[config.mk]
export PLATFORM = sky130hd
export DESIGN_NAME = e203_icb_splt
export DESIGN_NICKNAME = d
export VERILOG_FILES = /design/src/rtl/e203_icb_splt_pkg.sv /design/src/rtl/e203_icb_splt_idfifo.sv /design/src/rtl/e203_icb_splt.sv
export SDC_FILE = /design/constraint.sdc
export NUM_CORES = 1
export LEC_CHECK = 0
export ABC_AREA = 1
export CORE_AREA = 8 8 222 224
export CTS_CLUSTER_SIZE = 8
export DETAILED_ROUTE_END_ITERATION = 8
export DIE_AREA = 0 0 230 232
export GPL_TIMING_DRIVEN = 0
export PLACE_DENSITY = 0.44
export SLEW_MARGIN = 15
export SYNTH_ARGS = -nofsm -noshare
export SYNTH_HDL_FRONTEND = slang
export SYNTH_SLANG_ARGS = --single-unit
[constraint.sdc]
create_clock -name clk -period 9.7 [get_ports clk]
set_input_delay 2.91 -clock clk [delete_from_list [all_inputs] [get_ports clk]]
set_output_delay 2.91 -clock clk [all_outputs]
set_load 0.01 [all_outputs]
[src/rtl/e203_icb_splt_pkg.sv]
// ---------------------------------------------------------------------------
// e203_icb_splt_pkg
// Shared definitions for the ICB 1:N splitter:
//   - fixed ICB sideband field widths (burst / beat / size)
//   - upper bound on the number of downstream ports the encoder handles
//   - one-hot to binary port-ID encoder; an all-zero select maps to the
//     local error slot, whose ID equals the number of ports
// ---------------------------------------------------------------------------
package e203_icb_splt_pkg;

    localparam int ICB_BURST_W  = 2;
    localparam int ICB_BEAT_W   = 2;
    localparam int ICB_SIZE_W   = 2;
    localparam int ICB_SPLT_MAX = 32;

    // Returns the index of the set bit in 'oh'.
    // An all-zero select returns 'n', the local error slot ID.
    function automatic int onehot_enc(input logic [ICB_SPLT_MAX-1:0] oh, input int n);
        int id;
        id = n;
        for (int k = ICB_SPLT_MAX - 1; k >= 0; k--) begin
            if (oh[k]) id = k;
        end
        return id;
    endfunction

endpackage

[src/rtl/e203_icb_splt_idfifo.sv]
// ---------------------------------------------------------------------------
// e203_icb_splt_idfifo
// Small synchronous FIFO holding the port ID of every outstanding command.
// Ports:
//   clk, rst          clock, synchronous active-high reset (flushes FIFO)
//   i_vld/i_rdy/i_dat push side; i_rdy = not full, with no pop pass-through
//   o_vld/o_rdy/o_dat pop side;  o_vld = not empty, o_dat = head entry
// ---------------------------------------------------------------------------
module e203_icb_splt_idfifo #(
    parameter int DP = 2,
    parameter int DW = 3
) (
    input  logic          clk,
    input  logic          rst,
    input  logic          i_vld,
    output logic          i_rdy,
    input  logic [DW-1:0] i_dat,
    output logic          o_vld,
    input  logic          o_rdy,
    output logic [DW-1:0] o_dat
);

    localparam int PW = (DP > 1) ? $clog2(DP) : 1;
    localparam int CW = $clog2(DP + 1);

    logic [DW-1:0] r_mem [DP];
    logic [PW-1:0] r_wptr;
    logic [PW-1:0] r_rptr;
    logic [CW-1:0] r_cnt;
    logic          w_push;
    logic          w_pop;

    assign i_rdy  = (r_cnt != CW'(DP));
    assign o_vld  = (r_cnt != '0);
    assign o_dat  = r_mem[r_rptr];
    assign w_push = i_vld & i_rdy;
    assign w_pop  = o_vld & o_rdy;

    // Storage carries no reset; only the pointers and count define validity.
    always_ff @(posedge clk) begin
        if (w_push) r_mem[r_wptr] <= i_dat;
    end

    always_ff @(posedge clk) begin
        if (rst) begin
            r_wptr <= '0;
            r_rptr <= '0;
            r_cnt  <= '0;
        end else begin
            if (w_push) r_wptr <= (r_wptr == PW'(DP - 1)) ? '0 : r_wptr + 1'b1;
            if (w_pop)  r_rptr <= (r_rptr == PW'(DP - 1)) ? '0 : r_rptr + 1'b1;
            if (w_push && !w_pop)      r_cnt <= r_cnt + 1'b1;
            else if (!w_push && w_pop) r_cnt <= r_cnt - 1'b1;
        end
    end

endmodule

[src/rtl/e203_icb_splt.sv]
// ---------------------------------------------------------------------------
// e203_icb_splt
// ICB 1:N splitter. Each upstream command goes to the downstream port named
// by the one-hot i_icb_splt_indic; responses return upstream strictly in
// command order, taken only from the port at the head of the ID FIFO.
// An all-zero select is answered locally with an error response.
// Ports:
//   clk, rst                    clock, synchronous active-high reset
//   i_icb_splt_indic            one-hot target select, sampled with the cmd
//   i_icb_cmd_* / i_icb_rsp_*   upstream ICB command / response channel
//   o_bus_icb_cmd_*             per-port command channel (fields replicated)
//   o_bus_icb_rsp_*             per-port response channel
// Handshake rule: a transfer happens on a channel in every cycle where both
// valid and ready are high; valid never depends on ready of the same
// channel, and ready may depend on valid.
// ---------------------------------------------------------------------------
module e203_icb_splt
    import e203_icb_splt_pkg::*;
#(
    parameter int AW               = 32,
    parameter int DW               = 32,
    parameter int USR_W            = 1,
    parameter int SPLT_NUM         = 4,
    parameter int SPLT_PTR_W       = 3,
    parameter int FIFO_OUTS_NUM    = 2,
    parameter int ALLOW_0CYCLE_RSP = 1
) (
    input  logic                          clk,
    input  logic                          rst,
    input  logic [SPLT_NUM-1:0]           i_icb_splt_indic,

    input  logic                          i_icb_cmd_valid,
    output logic                          i_icb_cmd_ready,
    input  logic                          i_icb_cmd_read,
    input  logic [AW-1:0]                 i_icb_cmd_addr,
    input  logic [DW-1:0]                 i_icb_cmd_wdata,
    input  logic [DW/8-1:0]               i_icb_cmd_wmask,
    input  logic [ICB_BURST_W-1:0]        i_icb_cmd_burst,
    input  logic [ICB_BEAT_W-1:0]         i_icb_cmd_beat,
    input  logic                          i_icb_cmd_lock,
    input  logic                          i_icb_cmd_excl,
    input  logic [ICB_SIZE_W-1:0]         i_icb_cmd_size,
    input  logic [USR_W-1:0]              i_icb_cmd_usr,

    output logic                          i_icb_rsp_valid,
    input  logic                          i_icb_rsp_ready,
    output logic                          i_icb_rsp_err,
    output logic                          i_icb_rsp_excl_ok,
    output logic [DW-1:0]                 i_icb_rsp_rdata,
    output logic [USR_W-1:0]              i_icb_rsp_usr,

    output logic [SPLT_NUM-1:0]             o_bus_icb_cmd_valid,
    input  logic [SPLT_NUM-1:0]             o_bus_icb_cmd_ready,
    output logic [SPLT_NUM-1:0]             o_bus_icb_cmd_read,
    output logic [SPLT_NUM*AW-1:0]          o_bus_icb_cmd_addr,
    output logic [SPLT_NUM*DW-1:0]          o_bus_icb_cmd_wdata,
    output logic [SPLT_NUM*(DW/8)-1:0]      o_bus_icb_cmd_wmask,
    output logic [SPLT_NUM*ICB_BURST_W-1:0] o_bus_icb_cmd_burst,
    output logic [SPLT_NUM*ICB_BEAT_W-1:0]  o_bus_icb_cmd_beat,
    output logic [SPLT_NUM-1:0]             o_bus_icb_cmd_lock,
    output logic [SPLT_NUM-1:0]             o_bus_icb_cmd_excl,
    output logic [SPLT_NUM*ICB_SIZE_W-1:0]  o_bus_icb_cmd_size,
    output logic [SPLT_NUM*USR_W-1:0]       o_bus_icb_cmd_usr,

    input  logic [SPLT_NUM-1:0]             o_bus_icb_rsp_valid,
    output logic [SPLT_NUM-1:0]             o_bus_icb_rsp_ready,
    input  logic [SPLT_NUM-1:0]             o_bus_icb_rsp_err,
    input  logic [SPLT_NUM-1:0]             o_bus_icb_rsp_excl_ok,
    input  logic [SPLT_NUM*DW-1:0]          o_bus_icb_rsp_rdata,
    input  logic [SPLT_NUM*USR_W-1:0]       o_bus_icb_rsp_usr
);

    localparam logic [SPLT_PTR_W-1:0] LOCAL_ERR_ID = SPLT_PTR_W'(SPLT_NUM);

    logic                  w_fifo_i_rdy;
    logic                  w_fifo_o_vld;
    logic [SPLT_PTR_W-1:0] w_fifo_o_dat;
    logic                  w_full;
    logic                  w_empty;
    logic                  w_no_indic;
    logic                  w_cmd_hsk;
    logic                  w_rsp_hsk;
    logic                  w_bypass;
    logic                  w_push;
    logic                  w_pop;
    logic [SPLT_PTR_W-1:0] w_cmd_id;
    logic                  w_head_vld;
    logic [SPLT_PTR_W-1:0] w_head_id;

    assign w_full     = ~w_fifo_i_rdy;
    assign w_empty    = ~w_fifo_o_vld;
    assign w_no_indic = (i_icb_splt_indic == '0);
    assign w_cmd_id   = SPLT_PTR_W'(onehot_enc(ICB_SPLT_MAX'(i_icb_splt_indic), SPLT_NUM));

    // Command fan-out: zero latency, no command register.
    assign o_bus_icb_cmd_valid = {SPLT_NUM{i_icb_cmd_valid & ~w_full}} & i_icb_splt_indic;
    assign i_icb_cmd_ready     = ~w_full & ((|(i_icb_splt_indic & o_bus_icb_cmd_ready)) | w_no_indic);
    assign w_cmd_hsk           = i_icb_cmd_valid & i_icb_cmd_ready;

    assign o_bus_icb_cmd_read  = {SPLT_NUM{i_icb_cmd_read}};
    assign o_bus_icb_cmd_addr  = {SPLT_NUM{i_icb_cmd_addr}};
    assign o_bus_icb_cmd_wdata = {SPLT_NUM{i_icb_cmd_wdata}};
    assign o_bus_icb_cmd_wmask = {SPLT_NUM{i_icb_cmd_wmask}};
    assign o_bus_icb_cmd_burst = {SPLT_NUM{i_icb_cmd_burst}};
    assign o_bus_icb_cmd_beat  = {SPLT_NUM{i_icb_cmd_beat}};
    assign o_bus_icb_cmd_lock  = {SPLT_NUM{i_icb_cmd_lock}};
    assign o_bus_icb_cmd_excl  = {SPLT_NUM{i_icb_cmd_excl}};
    assign o_bus_icb_cmd_size  = {SPLT_NUM{i_icb_cmd_size}};
    assign o_bus_icb_cmd_usr   = {SPLT_NUM{i_icb_cmd_usr}};

    // Head selection: the oldest outstanding ID, or, with an empty FIFO and
    // zero-cycle responses allowed, the command being accepted right now.
    always_comb begin
        w_head_vld = 1'b0;
        w_head_id  = w_fifo_o_dat;
        if (!w_empty) begin
            w_head_vld = 1'b1;
        end else if ((ALLOW_0CYCLE_RSP != 0) && w_cmd_hsk) begin
            w_head_vld = 1'b1;
            w_head_id  = w_cmd_id;
        end
    end

    // Response mux: only the head port may hand a response upstream.
    always_comb begin
        i_icb_rsp_valid     = 1'b0;
        i_icb_rsp_err       = 1'b0;
        i_icb_rsp_excl_ok   = 1'b0;
        i_icb_rsp_rdata     = '0;
        i_icb_rsp_usr       = '0;
        o_bus_icb_rsp_ready = '0;
        if (w_head_vld) begin
            if (w_head_id == LOCAL_ERR_ID) begin
                i_icb_rsp_valid = 1'b1;
                i_icb_rsp_err   = 1'b1;
            end else begin
                for (int k = 0; k < SPLT_NUM; k++) begin
                    if (w_head_id == SPLT_PTR_W'(k)) begin
                        i_icb_rsp_valid        = o_bus_icb_rsp_valid[k];
                        i_icb_rsp_err          = o_bus_icb_rsp_err[k];
                        i_icb_rsp_excl_ok      = o_bus_icb_rsp_excl_ok[k];
                        i_icb_rsp_rdata        = o_bus_icb_rsp_rdata[k*DW +: DW];
                        i_icb_rsp_usr          = o_bus_icb_rsp_usr[k*USR_W +: USR_W];
                        o_bus_icb_rsp_ready[k] = i_icb_rsp_ready;
                    end
                end
            end
        end
    end

    assign w_rsp_hsk = i_icb_rsp_valid & i_icb_rsp_ready;
    // A command answered in its own cycle never enters the FIFO.
    assign w_bypass  = w_empty & w_cmd_hsk & w_rsp_hsk;
    assign w_push    = w_cmd_hsk & ~w_bypass;
    assign w_pop     = w_rsp_hsk & ~w_empty;

    e203_icb_splt_idfifo #(
        .DP (FIFO_OUTS_NUM),
        .DW (SPLT_PTR_W)
    ) u_idfifo (
        .clk   (clk),
        .rst   (rst),
        .i_vld (w_push),
        .i_rdy (w_fifo_i_rdy),
        .i_dat (w_cmd_id),
        .o_vld (w_fifo_o_vld),
        .o_rdy (w_pop),
        .o_dat (w_fifo_o_dat)
    );

    a_indic_onehot0: assert property (@(posedge clk) disable iff (rst)
        i_icb_cmd_valid |-> $onehot0(i_icb_splt_indic));

endmodule

==> results by stage <==
Pwr:
- The share of power burned in combinational logic is 89.0%.
- In this run the power density over the cells is approximately 120 nW/um2.
- For this design the total switching power over the nets is 618.8 uW.
- The worst-case vdd ir drop is around 0.06 mV.
- The share of total power dissipated in the clock network is under 10%.
- Net switching is between 40% and 50% of the power.
- Of the total power, registers draw around 5.2%.
- Summed over all cells, the static leakage comes to about 0.0043 uW.
- The internal power component is 640.6 uW.
- The sum of internal, switching and leakage power is ~1300 uW.

STA:
- The smallest clock period supported by the final layout is computed as roughly 9.4 ns.
- Setup violations remaining at the end of the flow were counted as 0.
- At the pin with the least slew margin, the transition time is around 0.60 ns.
- The number of max-slew violations in the final report was 0.
- After layout, the worst path uses a little over nine tenths of the clock period.
- For the final database, setup skew stands at 0.002704 ns.
- The headroom to the max-slew limit is between 60% and 70%.
- The number of hold-slack violations in the final timing report is 0.
- Setup repair after global routing left no endpoint under its margin.
- For this run, the top clock speed supported by timing is about 110 MHz.

Synthesis:
- The sequential cell area fraction in the yosys report is under 10%.
- The library cell with the largest summed area after synthesis is sky130_fd_sc_hd__buf_4.
- The count of distinct cell types in the synthesized netlist is 29.
- After synthesis, the cell types taking the most area are sky130_fd_sc_hd__buf_4, sky130_fd_sc_hd__nand4_1, sky130_fd_sc_hd__nand2_1.
- After synthesis, the largest area contributor takes up 56.13% of total cell area.
- Summing the areas of all compound-gate instances in the mapped netlist gives a little over an eighth of the synthesized area.
- The combinational family with the most area after synthesis is buffers and inverters.
- For this run, the number of Yosys warnings is 0.
- Of the total synthesized cell area, the portion taken by full adders, half adders and majority gates is 0.2970%.
- After Yosys synthesis, XOR and XNOR cells account for less than 1% of the synthesized area.
- The simple-gate share of the synthesized area is 17.49%.
- The number of nets in the synthesized netlist is approximately 860.
- The mapped netlist covers around 4200 um2.
- The number of synthesized register bits is 11.
- The portion of netlist area occupied by mux cells is less than 1%.
- The post-synthesis average cell area is a little under 7 um2.
- The cell count after synthesis came out at about 630.

Clock network:
- After clock tree synthesis, the flow added hold-fix buffers numbering 0.
- At the later pin of the worst-skew pair, clock insertion delay measures around 0.23 ns.
- The TritonCTS sink count is 11.
- The clock tree buffer depth is 2.
- Clock tree synthesis inserted a total of 3 buffers.
- The post-CTS repair timing setup buffer count is 0.
- The clock tree from TritonCTS is done.
- Clock-pin slew was measured on the worst setup and hold paths at around 0.040 ns.
- In this run the number of H-tree levels came out at 1.
- The root buffer cell is sky130_fd_sc_hd__clkbuf_16.

Die:
- between 500 and 600 I/O pins were placed.
- The initial core utilization is under 10%.
- In this run the vertical extent of the chip is 232 um.
- In this run the horizontal extent of the chip is roughly 230 um.
- The total number of placement rows is 79.
- The area of the core is around 46000 um2.
- The area enclosed by the die boundary is between 50000 and 60000 um2.

Critical path:
- The worst setup path is captured at a primary output.
- The most frequent cell on the critical path is sky130_fd_sc_hd__nand2_2.
- The critical path goes through clkdlybuf4s50_1 > nor2_2 > nand3_1 > nand2_2 > nand3_2 > nand2_1 > nand2_2 > nand2_1 > nor2_2 > inv_2 > nand2_2 > inv_4 > buf_4 > o221ai_1 > a31oi_1 > clkdlybuf4s50_1.
- The critical path in this run is classified as primary input to primary output.
- STA classifies the critical path startpoint as a primary input.
- The worst endpoint required time is roughly 6.8 ns.
- The number of buffer and inverter stages on the critical path is 5.
- The data arrival time of the worst path is between 6 and 7 ns.
- In this run the worst path has a maximum fanout of 10.
- The largest incremental delay on the critical path is a little over 0.6 ns.
- The cell with the largest stage delay on the worst path is sky130_fd_sc_hd__clkdlybuf4s50_1.
- Grouping stages by cell kind, the critical path spends the most delay in buffers and inverters.

Min path:
- The class of the worst hold path is flip-flop to flip-flop.

Final layout:
- The count of antenna diodes in the layout is 0.
- The share of final-layout standard cells stronger than drive strength 1 is a little under a third.
- The end-of-flow core utilization is 22.22%.
- The synthesis-to-finish area growth is 141.9%.
- The number of nets at the end of the flow is ~1400.

Global route:
- The via count of the first global-routing pass is about 6000.
- The number of antenna violations at the first check in global routing is 2.
- The total congestion overflow after global routing is 0.
- Entering global routing, the biggest net connects 11 pins.
- Global routing used between 10% and 20% of the available tracks.
- The first global-routing pass estimated 41800 um of wire.

Route:
- After detailed routing, the number of vias per cell comes to roughly 3.2.
- The iteration count of the initial detailed-routing pass is 5.
- The number of DRC markers after the initial detailed-route iteration is 138.
- The overall routed net length is 30160 um.
- Once detail routing completed, the nets flagged for antenna violations numbered 0.
- For this run, design rule violations remaining after detail routing come to 0.
- Dividing the detail-routed wire length by the instance count gives 17.24 um.
- The total vias in the final route is 5656.

Placed design:
- Buffers placed on the I/O ports in this run total approximately 510.
- The final weighted congestion in routability-driven placement is around 0.73.
- The post-DP HPWL is 27290 um.

Status:
- The run finished with clean final reports.

Flow run:
- The tool flagged a number of max-cap violations equal to 0.
==> placed cells by master, fill, tap and decap left out, types with 9 or more instances in the layout <==
| master | n |
|---|---|
| sky130_fd_sc_hd__nand2_1 | 60 |
| sky130_fd_sc_hd__nand4_1 | 38 |
| sky130_fd_sc_hd__a21oi_1 | 21 |
| sky130_fd_sc_hd__clkbuf_1 | 12 |
| sky130_fd_sc_hd__clkdlybuf4s50_1 | 512 |
| sky130_fd_sc_hd__buf_4 | 315 |
| sky130_fd_sc_hd__o221ai_1 | 17 |
| sky130_fd_sc_hd__nand3_1 | 16 |
| sky130_fd_sc_hd__o211ai_1 | 9 |
| sky130_fd_sc_hd__a31oi_1 | 19 |
| sky130_fd_sc_hd__inv_1 | 34 |
| sky130_fd_sc_hd__nor2_1 | 31 |
==> path summary, 6_finish.rpt <==
| check | startpoint | endpoint | slack [ns] | depth (start not counted) |
|---|---|---|---|---|
| worst max-delay path | i_icb_splt_indic[3] | i_icb_rsp_rdata[0] | 0.34 | 16 |
| worst min-delay path | u_idfifo.r_wptr$_SDFFE_PP0P_ | u_idfifo.r_wptr$_SDFFE_PP0P_ | 0.51 | 2 |
| worst max register to register | u_idfifo.r_cnt[0]$_SDFFE_PP0P_ | u_idfifo.r_cnt[1]$_SDFFE_PP0P_ | 6.45 | 15 |
| worst min register to register | u_idfifo.r_wptr$_SDFFE_PP0P_ | u_idfifo.r_wptr$_SDFFE_PP0P_ | 0.51 | 2 |
==> power groups by stage <==
stage	logic [uW]	clock network, uW	registers, uW
2_1_floorplan	536	0	65.3
3_3_place_gp	1150	0	66.5
3_5_place_dp	1150	0	66.5
4_1_cts	1150	75.2	65.9
5_1_grt	1220	78.0	67.0
6_report	1120	73.3	65.6
==> cell families (layout without fill, tap and decap cells) <==
family,count (synthesis),count (layout)
buffers and inverters,374,890
and+or+nand+nor,156,156
AOI/OAI and AO/OA,82,82
DFF,11,11
adders and majority gates,1,1
xor gates and xnor gates,1,1
muxes,1,1
==> repair_timing <==
item | 4_1_cts | 5_1_grt
hold endpoints to repair | 0 | 0
gates resized for setup | 1 | 4
endpoints found under the setup margin | 2 | 8
==> per-layer routing <==
metal	GRT usage (%)	vias up	wire length, um
met5	0	-	27
met4	1.128	4	239
met3	4.129	14	3011
met2	19.97	309	15950
met1	10.70	2517	10930
li1	-	2812	-
==> through the flow <==
step | TNS, ns | cell area, um2 | hold WS [ns] | setup WS (ns) | std cells
floorplan | 0 | 4213 | 0.4750 | 2.245 | 626
global placement | -0.03217 | 10100 | 0.4908 | -0.03037 | 1745
detailed placement | -0.04425 | 10100 | 0.5014 | -0.03964 | 1745
CTS | 0 | 10180 | 0.5117 | 0.09521 | 1749
global route | 0 | 10190 | 0.5563 | 0.01843 | 1749
finish | 0 | 10190 | 0.5062 | 0.3370 | 1749
==> synthesized netlist by cell type (all sizes together) <==
cell and count:
a21boi 1, a21oi 21, a221oi 2, a22oi 1
a311oi 6, a31oi 19, buf 322, clkbuf 12
dfxtp 5, edfxtp 6, ha 1, inv 40
mux2i 1, nand2 65, nand3 18, nand4 38
nor2 34, nor3 1, o211ai 9, o21ai 5
o221ai 18, xor2 1
==> layout make-up <==
type / instances / area [um2]
Inverter: 40 / 152.6
Buffer: 334 / 2446
Sequential cell: 11 / 280.3
Timing Repair Buffer: 512 / 5125
Multi-Input combinational cell: 241 / 1348
Fill cell: 5122 / 35670
Clock buffer: 4 / 78.83
Tap cell: 607 / 759.5
==> flip-flops by register name (all words and copies together), names as in the netlist, named ones only <==
signal,count
u_idfifo.r_mem,6
u_idfifo.r_cnt,2
u_idfifo.r_rptr,1
u_idfifo.r_wptr,1
==> tightest hold or removal path: cells and delay by family (launching register included) <==
family | cells | cell delay [ns]
flip-flops | 1 | 0.34
AO/OA/AOI/OAI | 1 | 0.05
AND/OR/NAND/NOR | 1 | 0.08
(Power assumes the default switching activity.)
